<file path="src/rtl/lvds_pkg.sv">
// lvds_pkg: shared defaults, receiver states and framing helper for the LVDS deserializer
package lvds_pkg;
  localparam int LVDS_LANES      = 4;
  localparam int LVDS_DATA_WIDTH = 16;
  localparam int LVDS_FFT_SIZE   = 256;
  typedef enum logic {HUNT = 1'b0, RECV = 1'b1} rx_state_t;
  function automatic logic frame_bit(input int b, input int dw);
    return b < dw / 2;
  endfunction
endpackage

</file>
<file path="src/rtl/lvds_rx_fifo2.sv">
// lvds_rx_fifo2: two-entry ready/valid buffer
module lvds_rx_fifo2 #(
  parameter int W = 8
) (
  input  logic         clock,
  input  logic         reset,
  input  logic [W-1:0] i_data,
  input  logic         i_valid,
  output logic         o_ready,
  output logic [W-1:0] o_data,
  output logic         o_valid,
  input  logic         i_ready
);
  logic [W-1:0] r_mem [2];
  logic         r_wp, r_rp;
  logic [1:0]   r_cnt;
  logic         w_push, w_pop;
  assign o_valid = r_cnt != 2'd0;
  assign o_data  = r_mem[r_rp];
  assign w_pop   = o_valid & i_ready;
  assign o_ready = (r_cnt != 2'd2) | w_pop;
  assign w_push  = i_valid & o_ready;
  // Pointer and occupancy update; a push into a full buffer rides on a same-cycle pop
  always_ff @(posedge clock) begin
    if (!reset) begin
      r_wp     <= 1'b0;
      r_rp     <= 1'b0;
      r_cnt    <= 2'd0;
      r_mem[0] <= '0;
      r_mem[1] <= '0;
    end else begin
      if (w_push) r_mem[r_wp] <= i_data;
      r_wp  <= r_wp ^ w_push;
      r_rp  <= r_rp ^ w_pop;
      r_cnt <= r_cnt + {1'b0, w_push} - {1'b0, w_pop};
    end
  end
endmodule

</file>
<file path="src/rtl/lvds_rx_deser.sv">
// lvds_rx_deser: DDR LVDS lane deserializer with frame tracking and a 2-deep output buffer
module lvds_rx_deser
  import lvds_pkg::*;
#(
  parameter int LANES      = LVDS_LANES,
  parameter int DATA_WIDTH = LVDS_DATA_WIDTH,
  parameter int FFT_SIZE   = LVDS_FFT_SIZE
) (
  input  logic                        clock,
  input  logic                        reset,
  input  logic [LANES-1:0]            i_data_r,
  input  logic [LANES-1:0]            i_data_f,
  input  logic                        i_valid_r,
  input  logic                        i_valid_f,
  input  logic                        i_frame_r,
  input  logic                        i_frame_f,
  output logic [LANES*DATA_WIDTH-1:0] out_data,
  output logic                        out_valid,
  input  logic                        out_ready,
  output logic                        out_last,
  output logic                        frame_err,
  output logic                        overflow
);
  localparam int PAIRS = DATA_WIDTH / 2;
  localparam int PW    = $clog2(PAIRS);
  localparam int CW    = (FFT_SIZE > 1) ? $clog2(FFT_SIZE) : 1;
  localparam int W     = LANES * DATA_WIDTH;
  rx_state_t             r_state;
  logic [PW-1:0]         r_pair;
  logic [DATA_WIDTH-3:0] r_sh [LANES];
  logic [CW-1:0]         r_cnt;
  logic                  r_prev_ff, r_frame_err, r_overflow;
  logic                  w_start, w_idle, w_ok, w_boundary, w_take, w_done, w_err;
  logic                  w_last, w_fifo_ready, w_fifo_valid, w_q_last;
  logic [W-1:0]          w_word, w_q_data;
  assign w_start    = i_valid_r & i_valid_f & i_frame_r & i_frame_f & ~r_prev_ff;
  assign w_idle     = ~i_valid_r & ~i_valid_f;
  assign w_ok       = i_valid_r & i_valid_f &
                      (i_frame_r == frame_bit(2 * int'(r_pair), DATA_WIDTH)) &
                      (i_frame_f == frame_bit(2 * int'(r_pair) + 1, DATA_WIDTH));
  assign w_boundary = (r_state == HUNT) | (r_pair == '0);
  assign w_take     = w_boundary ? w_start : w_ok;
  assign w_done     = (r_state == RECV) & (r_pair == PW'(PAIRS - 1)) & w_ok;
  assign w_err      = (r_state == RECV) & ~w_take & ~((r_pair == '0) & w_idle);
  assign w_last     = r_cnt == CW'(FFT_SIZE - 1);
  for (genvar n = 0; n < LANES; n++) begin : g_lane
    assign w_word[n*DATA_WIDTH +: DATA_WIDTH] = {i_data_f[n], i_data_r[n], r_sh[n]};
  end
  // Previous falling-edge frame bit, so a start needs a fresh rising edge of frame
  always_ff @(posedge clock) r_prev_ff <= i_frame_f;
  // Receive FSM: pair tracking, lane shift, burst count, error and overflow flags
  always_ff @(posedge clock) begin
    if (!reset) begin
      r_state     <= HUNT;
      r_pair      <= '0;
      r_cnt       <= '0;
      r_frame_err <= 1'b0;
      r_overflow  <= 1'b0;
      for (int n = 0; n < LANES; n++) r_sh[n] <= '0;
    end else begin
      r_state     <= w_take ? RECV : HUNT;
      r_pair      <= (w_take & ~w_done) ? r_pair + 1'b1 : '0;
      r_frame_err <= w_err;
      r_overflow  <= r_overflow | (w_done & ~w_fifo_ready);
      if (r_state == RECV && !w_take) r_cnt <= '0;
      else if (w_done) r_cnt <= w_last ? '0 : r_cnt + 1'b1;
      if (w_take && !w_done)
        for (int n = 0; n < LANES; n++) r_sh[n][{r_pair, 1'b0} +: 2] <= {i_data_f[n], i_data_r[n]};
    end
  end
  lvds_rx_fifo2 #(.W(W + 1)) u_fifo (
    .clock  (clock),
    .reset  (reset),
    .i_data ({w_last, w_word}),
    .i_valid(w_done),
    .o_ready(w_fifo_ready),
    .o_data ({w_q_last, w_q_data}),
    .o_valid(w_fifo_valid),
    .i_ready(out_ready)
  );
  assign out_valid = w_fifo_valid;
  assign out_data  = w_fifo_valid ? w_q_data : '0;
  assign out_last  = w_fifo_valid & w_q_last;
  assign frame_err = r_frame_err;
  assign overflow  = r_overflow;
endmodule
</file>
<file path="config.mk">
export PLATFORM = sky130hd
export DESIGN_NAME = lvds_rx_deser
export DESIGN_NICKNAME = d
export VERILOG_FILES = /design/src/rtl/lvds_pkg.sv /design/src/rtl/lvds_rx_fifo2.sv /design/src/rtl/lvds_rx_deser.sv
export SDC_FILE = /design/constraint.sdc
export NUM_CORES = 1
export LEC_CHECK = 0
export ABC_AREA = 0
export CAP_MARGIN = 10
export CORE_MARGIN = 2
export CORE_UTILIZATION = 58
export DETAILED_ROUTE_END_ITERATION = 16
export HOLD_SLACK_MARGIN = 0.05
export PLACE_DENSITY_LB_ADDON = 0.15
export RECOVER_POWER = 100
export SYNTH_ARGS = -nofsm -noshare
export SYNTH_HDL_FRONTEND = slang
export SYNTH_HIERARCHICAL = 1
export SYNTH_SLANG_ARGS = --single-unit
</file>
<file path="constraint.sdc">
create_clock -name clock -period 11.09 [get_ports clock]
set_clock_uncertainty 0.2 [all_clocks]
set_input_delay 2.218 -clock clock [delete_from_list [all_inputs] [get_ports clock]]
set_output_delay 2.218 -clock clock [all_outputs]
set_load 0.1 [all_outputs]
</file>
# Word-level counts from Yosys, hierarchy flattened
# Memory sizes are Yosys's and may differ from the RTL's. A register that Yosys moved wholly into a read port is not among the register bits.
# Cells that the tools add are included.
[classes]
add_sub_neg = 6
order_cmp = 2
eq_ne = 5
shifts = 5
muxes = 71
n_bitwise = 87
n_reduce_logical = 9
[ops]
columns = ["cell", "n"]
rows = [
  ["1-bit two-way mux", 67],
  ["65-bit two-way mux", 1],
  ["65-bit OR reduction", 1],
  ["64-bit two-way mux", 1],
  ["1-bit OR", 59],
  ["2-bit by 6-bit variable part select with 14-bit output", 4],
  ["1-bit AND", 17],
  ["14-bit two-way mux", 1],
  ["2-bit by 6-bit variable shift with 14-bit output (first input constant)", 1],
  ["1-bit NOT", 9],
  ["8-bit by 1-bit adder with 8-bit output (second input constant)", 1],
  ["8-bit == test (second input constant)", 1],
  ["8-bit two-way mux", 1],
  ["4-bit negator with 6-bit output", 1],
  ["4-bit by 1-bit adder with 5-bit output (second input constant)", 1],
  ["5-bit by 4-bit < comparator with 1-bit output (second input constant)", 1],
  ["4-bit < comparator (second input constant)", 1],
  ["3-bit by 1-bit adder with 3-bit output (second input constant)", 1],
  ["3-bit == test (second input constant)", 1],
  ["3-bit logical NOT", 1],
  ["2-bit by 1-bit adder with 2-bit output", 1],
  ["1-bit == test", 2],
  ["1-bit logical AND", 2],
  ["1-bit logical NOT", 2],
  ["other kinds (6)", 7],
]
[totals]
regBits = 19
ramBits = 186
inputBits = 15
out_inout_bits = 68
wordCells = 196
memories = 2
[mem_list]
columns = ["name", "words", "word_bits", "read_ports", "rd_ports_with_merged_regs", "wr", "line", "rtl"]
rows = [
  ["u_fifo.r_mem", 2, 65, 1, 1, 2, "lvds_rx_fifo2.sv:14", "logic [W-1:0] r_mem [2];"],
  ["r_sh", 4, 14, 4, 0, 4, "lvds_rx_deser.sv:30", "logic [DATA_WIDTH-3:0] r_sh [LANES];"],
]

# Longest topological paths before layout
# Gate-level depths: netlist (run 1).
[depth]
ltp_word = 11
ltp_mapped = 14

# By module
# Netlist (run 1), hierarchy kept.
[by_module_without_submodules]
columns = ["mod", "n_inst", "cells_per_inst", "area_per_inst_um2", "seq_area_each_um2"]
rows = [
  ["lvds_rx_fifo2", 1, 386, 5921.9, 4003.8],
  ["lvds_rx_deser", 1, 352, 3653.5, 1981.9],
]

# Least setup slack after synthesis (run 1)
# No wires, ideal clock.
[synth_path]
kind = "input-to-reg"
start = "in i_frame_r"
end = "mem u_fifo/r_mem[0][0] in the netlist's numbering (enable)"
setup_ns = 0.578
arrival_time_ns = 7.686
t_required_ns = 10.312
slack_ns = 2.627
stages = 7
path_buffers = 1
cell_sequence = "nor3b_1 > o21ai_1 > buf_2 > inv_1 > and2_4 > inv_1 > o21ai_0"
[synth_rtl]
columns = ["element", "line", "rtl"]
rows = [
  ["start, declared", "lvds_rx_deser.sv:15", "input logic i_frame_r,"],
  ["end, declared", "lvds_rx_fifo2.sv:14", ""],
]

==> results of run 1 <==
==> synth_stat cells, drive strengths merged (4+ instances only) <==
master  instances
and2           73
edfxtp        186
a21o            4
o21ai          10
nand3           5
nor2b           4
nor3           51
nor4           13
nand2          20
inv            18
o41ai           5
buf            21
mux2           67
clkbuf         33
a21oi           9
nor2           11
dfxtp          20
and3          133
ha             10
==> flip-flops by register name, indices dropped and copies added, names as in the netlist, named ones only <==
| name | cells |
|---|---|
| u_fifo/r_cnt | 2 |
| r_prev_ff | 1 |
| u_fifo/r_mem | 130 |
| r_sh | 56 |
| frame_err | 1 |
| u_fifo/r_wp | 1 |
| r_cnt | 8 |
| overflow | 1 |
| r_state | 1 |
| r_pair | 3 |
| u_fifo/r_rp | 1 |
==> final timing paths <==
path	startpoint	to	slack (ps)	depth (start not counted)
max	i_frame_f	u_fifo/r_mem[1][16]$_SDFFCE_PN0P_	4030	7
min	overflow$_SDFF_PN0_	overflow$_SDFF_PN0_	280	1
max reg2reg	r_pair[0]$_SDFF_PN0_	u_fifo/r_mem[1][16]$_SDFFCE_PN0P_	5330	8
min reg2reg	overflow$_SDFF_PN0_	overflow$_SDFF_PN0_	280	1
==> cells by family after synthesis <==
family                   count (synthesis)  synth area share [%]
XOR/XNOR                                 4                 0.366
multiplexers                            69                  8.09
adder cells (fa/ha/maj)                 10                  1.31
buffers and inverters                   72                  3.83
AND/OR/NAND/NOR                        331                  20.4
flip-flops                             206                  62.5
AO/OA/AOI/OAI                           46                  3.46
==> stage by stage <==
step | area [um2] | hold WS [ps] | instances
2_1_floorplan | 9580 | 248 | 738
3_3_place_gp | 10400 | 253 | 989
3_5_place_dp | 10400 | 259 | 989
4_1_cts | 11100 | 278 | 1027
5_1_grt | 11100 | 289 | 1028
6_report | 11100 | 281 | 1028
==> cells in the final DEF (no fill, tap or decap), types with 4 or more instances in the layout <==
| master | netlist | routed |
|---|---|---|
| clkdlybuf4s50_1 | 0 | 13 |
| nand2_1 | 20 | 19 |
| mux2_2 | 67 | 66 |
| o21ai_0 | 8 | 9 |
| buf_4 | 1 | 6 |
| a21oi_1 | 8 | 9 |
| nand3_1 | 5 | 5 |
| and2_1 | 72 | 70 |
| and3_1 | 133 | 133 |
| ha_1 | 10 | 10 |
| clkinv_1 | 0 | 5 |
| inv_1 | 18 | 18 |
| clkinv_2 | 0 | 4 |
| clkbuf_16 | 0 | 22 |
| nor4_1 | 13 | 13 |
| a21o_1 | 4 | 4 |
| clkbuf_1 | 33 | 5 |
| nor2_1 | 11 | 11 |
| nor3_1 | 50 | 51 |
| dfxtp_1 | 20 | 19 |
| dlygate4sd3_1 | 0 | 69 |
| edfxtp_1 | 186 | 186 |
| o41ai_1 | 5 | 5 |
==> power by group through the flow <==
stage               logic, mW  registers (mW)  clock network (mW)
finish                 0.0500           0.879               0.680
detailed placement     0.0508           0.894                   0
global route           0.0536           0.881               0.712
floorplan              0.0279           0.892                   0
global placement       0.0500           0.892                   0
CTS                    0.0512           0.878               0.683
==> critical path, stage by stage <==
cell and delay [ps]:
dlygate4sd3_1 610, nor3b_1 250, o21ai_0 460, inv_1 310
nand3_1 120, nand2_2 80, clkbuf_1 2700
==> routing by layer <==
metal	wire length, um	GRT usage [%]	up-vias	part of all wire, %
met5	0	0	-	0
met4	745	8.48	0	3.5
met3	1130	3.49	67	5.3
met2	10800	41.3	241	50
met1	8770	31.4	3033	41
li1	-	-	2871	-
==> area by class of cell <==
type                    instances  area [um2]
clock buffers                  25         562
fillers                      1153        4940
well taps                     216         270
flip-flops and latches        206        5990
repair buffers                 90         873
inverters                      18        67.6
clock inverters                13         101
multi-input cells             460        3200
==> results.json, run 1 <==
{
  "run_status": "complete, but fails checks",
  "violations": "capacitance limit, slew limit",
  "die_w_um": 132,
  "power_leakage_nw": 4.60,
  "avgSynthCellArea_um2": 13.0,
  "rsz0062_at_grt": "false",
  "core_um2": 16000,
  "period_needed_ps": 7060,
  "cts.repair.resized": 0,
  "tns_ps": 0,
  "cts_hold_buf": 0,
  "grt_usage_pct": 24.0,
  "cts_setup_buffers": 0,
  "cts_root_buffer": "clkbuf_16",
  "ioPinCount": 83,
  "peakVddDrop_v": 0.000116,
  "dp_hpwl_um": 12400,
  "fp.dieH_um": 132,
  "rows": 46,
  "io_buffers": 82,
  "power_density_nw_per_um2": 145,
  "overflow": 0,
  "synth_top_area_share_pct": 58.3,
  "grt_pass1_wl_um": 33300,
  "switchingPower_mw": 0.336,
  "yosys.area.top_type": "edfxtp_1",
  "p_clk_share_pct": 42.3,
  "seqPwrFrac_pct": 54.6,
  "wire_per_inst_um": 20.8,
  "drc": 0,
  "antenna_found_initial": 0,
  "fin_nets": 823,
  "clock_path_buffers": 3,
  "required_ps": 10890,
  "synthArstFlopShare_pct": 0,
  "utilization_pct": 69.1,
  "combPwrFrac_pct": 3.1,
  "crit_fanout": 65,
  "setup_slack_ps": 4030,
  "insertion_delay_ps": 510,
  "maxSlewViolCount": 159,
  "synth_seq_cells": 206,
  "path_clk_slew_ps": 60,
  "p_sw_share_pct": 20.9,
  "finalHoldViolCount": 0,
  "die_area_um2": 17600,
  "ys.warnings.count": 6,
  "fin_total_pwr_mw": 1.61,
  "drt_wl_total_um": 21400,
  "vias": 6212,
  "startpoint_type": "primary input",
  "vias_per_cell": 6.04,
  "worstMarginPinSlew_ps": 3900,
  "detail-route-antenna-nets": 0,
  "setup_violations": 0,
  "endpoint_kind": "flop",
  "period_share_pct": 63.7,
  "netlist_instances": 738,
  "hold_class": "flop to flop",
  "internal_power_mw": 1.27,
  "first_pass_iters": 8,
  "max_freq_mhz": 142,
  "synth_area_leaders": "edfxtp_1 (58%), and3_1 (8.7%), mux2_2 (7.9%), and2_1 (4.7%), dfxtp_1 (4.2%)",
  "syn_nets": 763,
  "numCtsBuffers": 22,
  "layout-drive-gt1-share_pct": 13.1,
  "dp_slack_ps": 4790,
  "antennaDiodeCount": 0,
  "arrival_ps": 6870,
  "drt-initial-drc-count": 680,
  "cts_tree": "done",
  "cts_max_level": 1,
  "synth-edff-count": 186,
  "place_congestion": 0.839,
  "relSlewSlack_pct": -160,
  "grt_start_max_net_pins": 132,
  "syn2layout_area_growth_pct": 15.5,
  "clkSinkCount": 206,
  "start_util_pct": 59.8,
  "synth_cell_types": 53,
  "grt_pass1_vias": 6161,
  "drv_cap": 4,
  "ys_seq_area_share_pct": 62.5,
  "syn_area_um2": 9580,
  "path_class": "primary input to flop",
  "synthFlopType": "edfxtp_1"
}
(Power assumes the default switching activity.)
==> run 2: changes to the inputs <==
- clock period: 11.09 -> 7.2 ns (I/O delays scaled with it)
==> run 2 against run 1 <==
Against the previous run: the flow still finishes with violations (capacitance limit, slew limit); non-clock buffer count grew 1; worst setup slack lost 2800 ps; global-route usage grew 0.52 points.
==> results.json, run 2 (same netlist as run 1, synthesis figures left out) <==
{
  "maxSlewViolCount": 67,
  "critPathMaxStageDelay_ps": 1700,
  "cp_num_buf_inv": 2,
  "die_area_um2": 17600,
  "crit_path_top_delay_cell": "dfxtp_1",
  "clkSinkCount": 206,
  "max_freq_mhz": 166,
  "cts.repair.resized": 0,
  "dp_hpwl_um": 13000,
  "multi_input_area_um2": 3220,
  "arrival_ps": 4370,
  "grt_start_max_net_pins": 98,
  "dpl.cell_count": 991,
  "required_ps": 5560,
  "path_cells": "buf_4, mux2_2, and2_1, dlygate4sd3_1",
  "drc": 0,
  "place_congestion": 0.856,
  "drv_cap": 4,
  "clock_path_buffers": 3,
  "path_class": "flop to output port",
  "top_register": "u_fifo/r_mem",
  "tns_ps": 0,
  "numCtsBuffers": 22,
  "nFillCells": 1182,
  "antenna_found_initial": 0,
  "worstMarginPinSlew_ps": 2060,
  "power_density_nw_per_um2": 229,
  "power_leakage_nw": 4.63,
  "grt_pass1_vias": 6432,
  "io_buffers": 82,
  "first_pass_iters": 5,
  "setup_violations": 0,
  "start_util_pct": 59.8,
  "drt_wl_total_um": 21900,
  "reg_top3": "u_fifo/r_mem x130, r_sh x56, r_cnt x8",
  "cts_setup_buffers": 0,
  "rsz0062_at_grt": "false",
  "vias_per_cell": 6.06,
  "cp_top_family": "buffers and inverters",
  "cts_root_buffer": "clkbuf_16",
  "fp.dieH_um": 132,
  "final_common_cell": "edfxtp_1",
  "finalHoldViolCount": 0,
  "die_w_um": 132,
  "detail-route-antenna-nets": 0,
  "insertion_delay_ps": 500,
  "drt-initial-drc-count": 655,
  "path_clk_slew_ps": 50,
  "rows": 46,
  "overflow": 0,
  "cts_max_level": 1,
  "fin_cells": 1031,
  "violations": "capacitance limit, slew limit",
  "core_um2": 16000,
  "syn2layout_area_growth_pct": 16.2,
  "cts_tree": "done",
  "period_share_pct": 83.5,
  "relSlewSlack_pct": -37.7,
  "fin_nets": 824,
  "most-common-layout-cells": "edfxtp_1 (186), and3_1 (133), and2_1 (70), dlygate4sd3_1 (69), mux2_2 (66)",
  "period_needed_ps": 6010,
  "endpoint_kind": "output port",
  "wire_per_inst_um": 21.2,
  "run_status": "complete, but fails checks",
  "startpoint_type": "flop",
  "cts_hold_buf": 0,
  "hold_class": "flop to flop",
  "layout-drive-gt1-share_pct": 13.4,
  "largest_reg_flops": 130,
  "peakVddDrop_v": 0.000195,
  "antennaDiodeCount": 0,
  "ioPinCount": 83,
  "grt_usage_pct": 24.5,
  "crit_fanout": 40,
  "vias": 6251,
  "seq_area_um2": 5990,
  "grt_pass1_wl_um": 34200
}
run 2: worst paths after layout:
kind	startpoint	endpoint	slack [ps]	cells past startpoint
max	flop	out_data[41]	1190	4
min reg2reg	r_cnt[6]$_SDFFE_PP0P_	r_cnt[6]$_SDFFE_PP0P_	280	2
max reg2reg	r_pair[0]$_SDFF_PN0_	r_sh[2][1]$_SDFFCE_PN0P_	2110	6
min	r_cnt[6]$_SDFFE_PP0P_	r_cnt[6]$_SDFFE_PP0P_	280	2
run 2: cell type report:
type | count | share of cell area, %
Sequential cell | 206 | 53.8
Multi-Input combinational cell | 460 | 28.9
Timing Repair Buffer | 91 | 7.84
Clock buffer | 32 | 5.57
Inverter | 18 | 0.607
Clock inverter | 8 | 0.855
Tap cell | 216 | 2.43
run 2: power breakdown:
| group | switching (mW) | internal [mW] |
|---|---|---|
| clock network | 0.446 | 0.671 |
| registers | 0.0129 | 1.34 |
| logic | 0.0555 | 0.0223 |
run 2: layer usage:
metal	share of wire [%]	vias to the layer above	GRT usage [%]
met5	0	-	0
met4	2.8	0	8.60
met2	50	266	42.8
met3	7.1	56	3.75
li1	-	2885	-
met1	40	3044	31.4
run 2: worst reg2reg max path, cell delays in order (launching register included):
cell and delay, ps:
dfxtp_1 480, inv_1 130, ha_1 240, ha_1 570, inv_1 600, nand4_1 710
o31ai_1 1730
run 2: per-stage QoR:
step	power, mW	utilization, %	setup WS, ps	hold slack (ps)	cell area, um2
finish	2.55	69.5	1190	279	11100
detailed placement	1.46	65.4	2090	270	10500
floorplan	1.42	-	1270	248	9580
global placement	1.45	65.3	2170	256	10500
CTS	2.56	69.9	1950	280	11200
global route	2.62	69.5	1010	317	11100
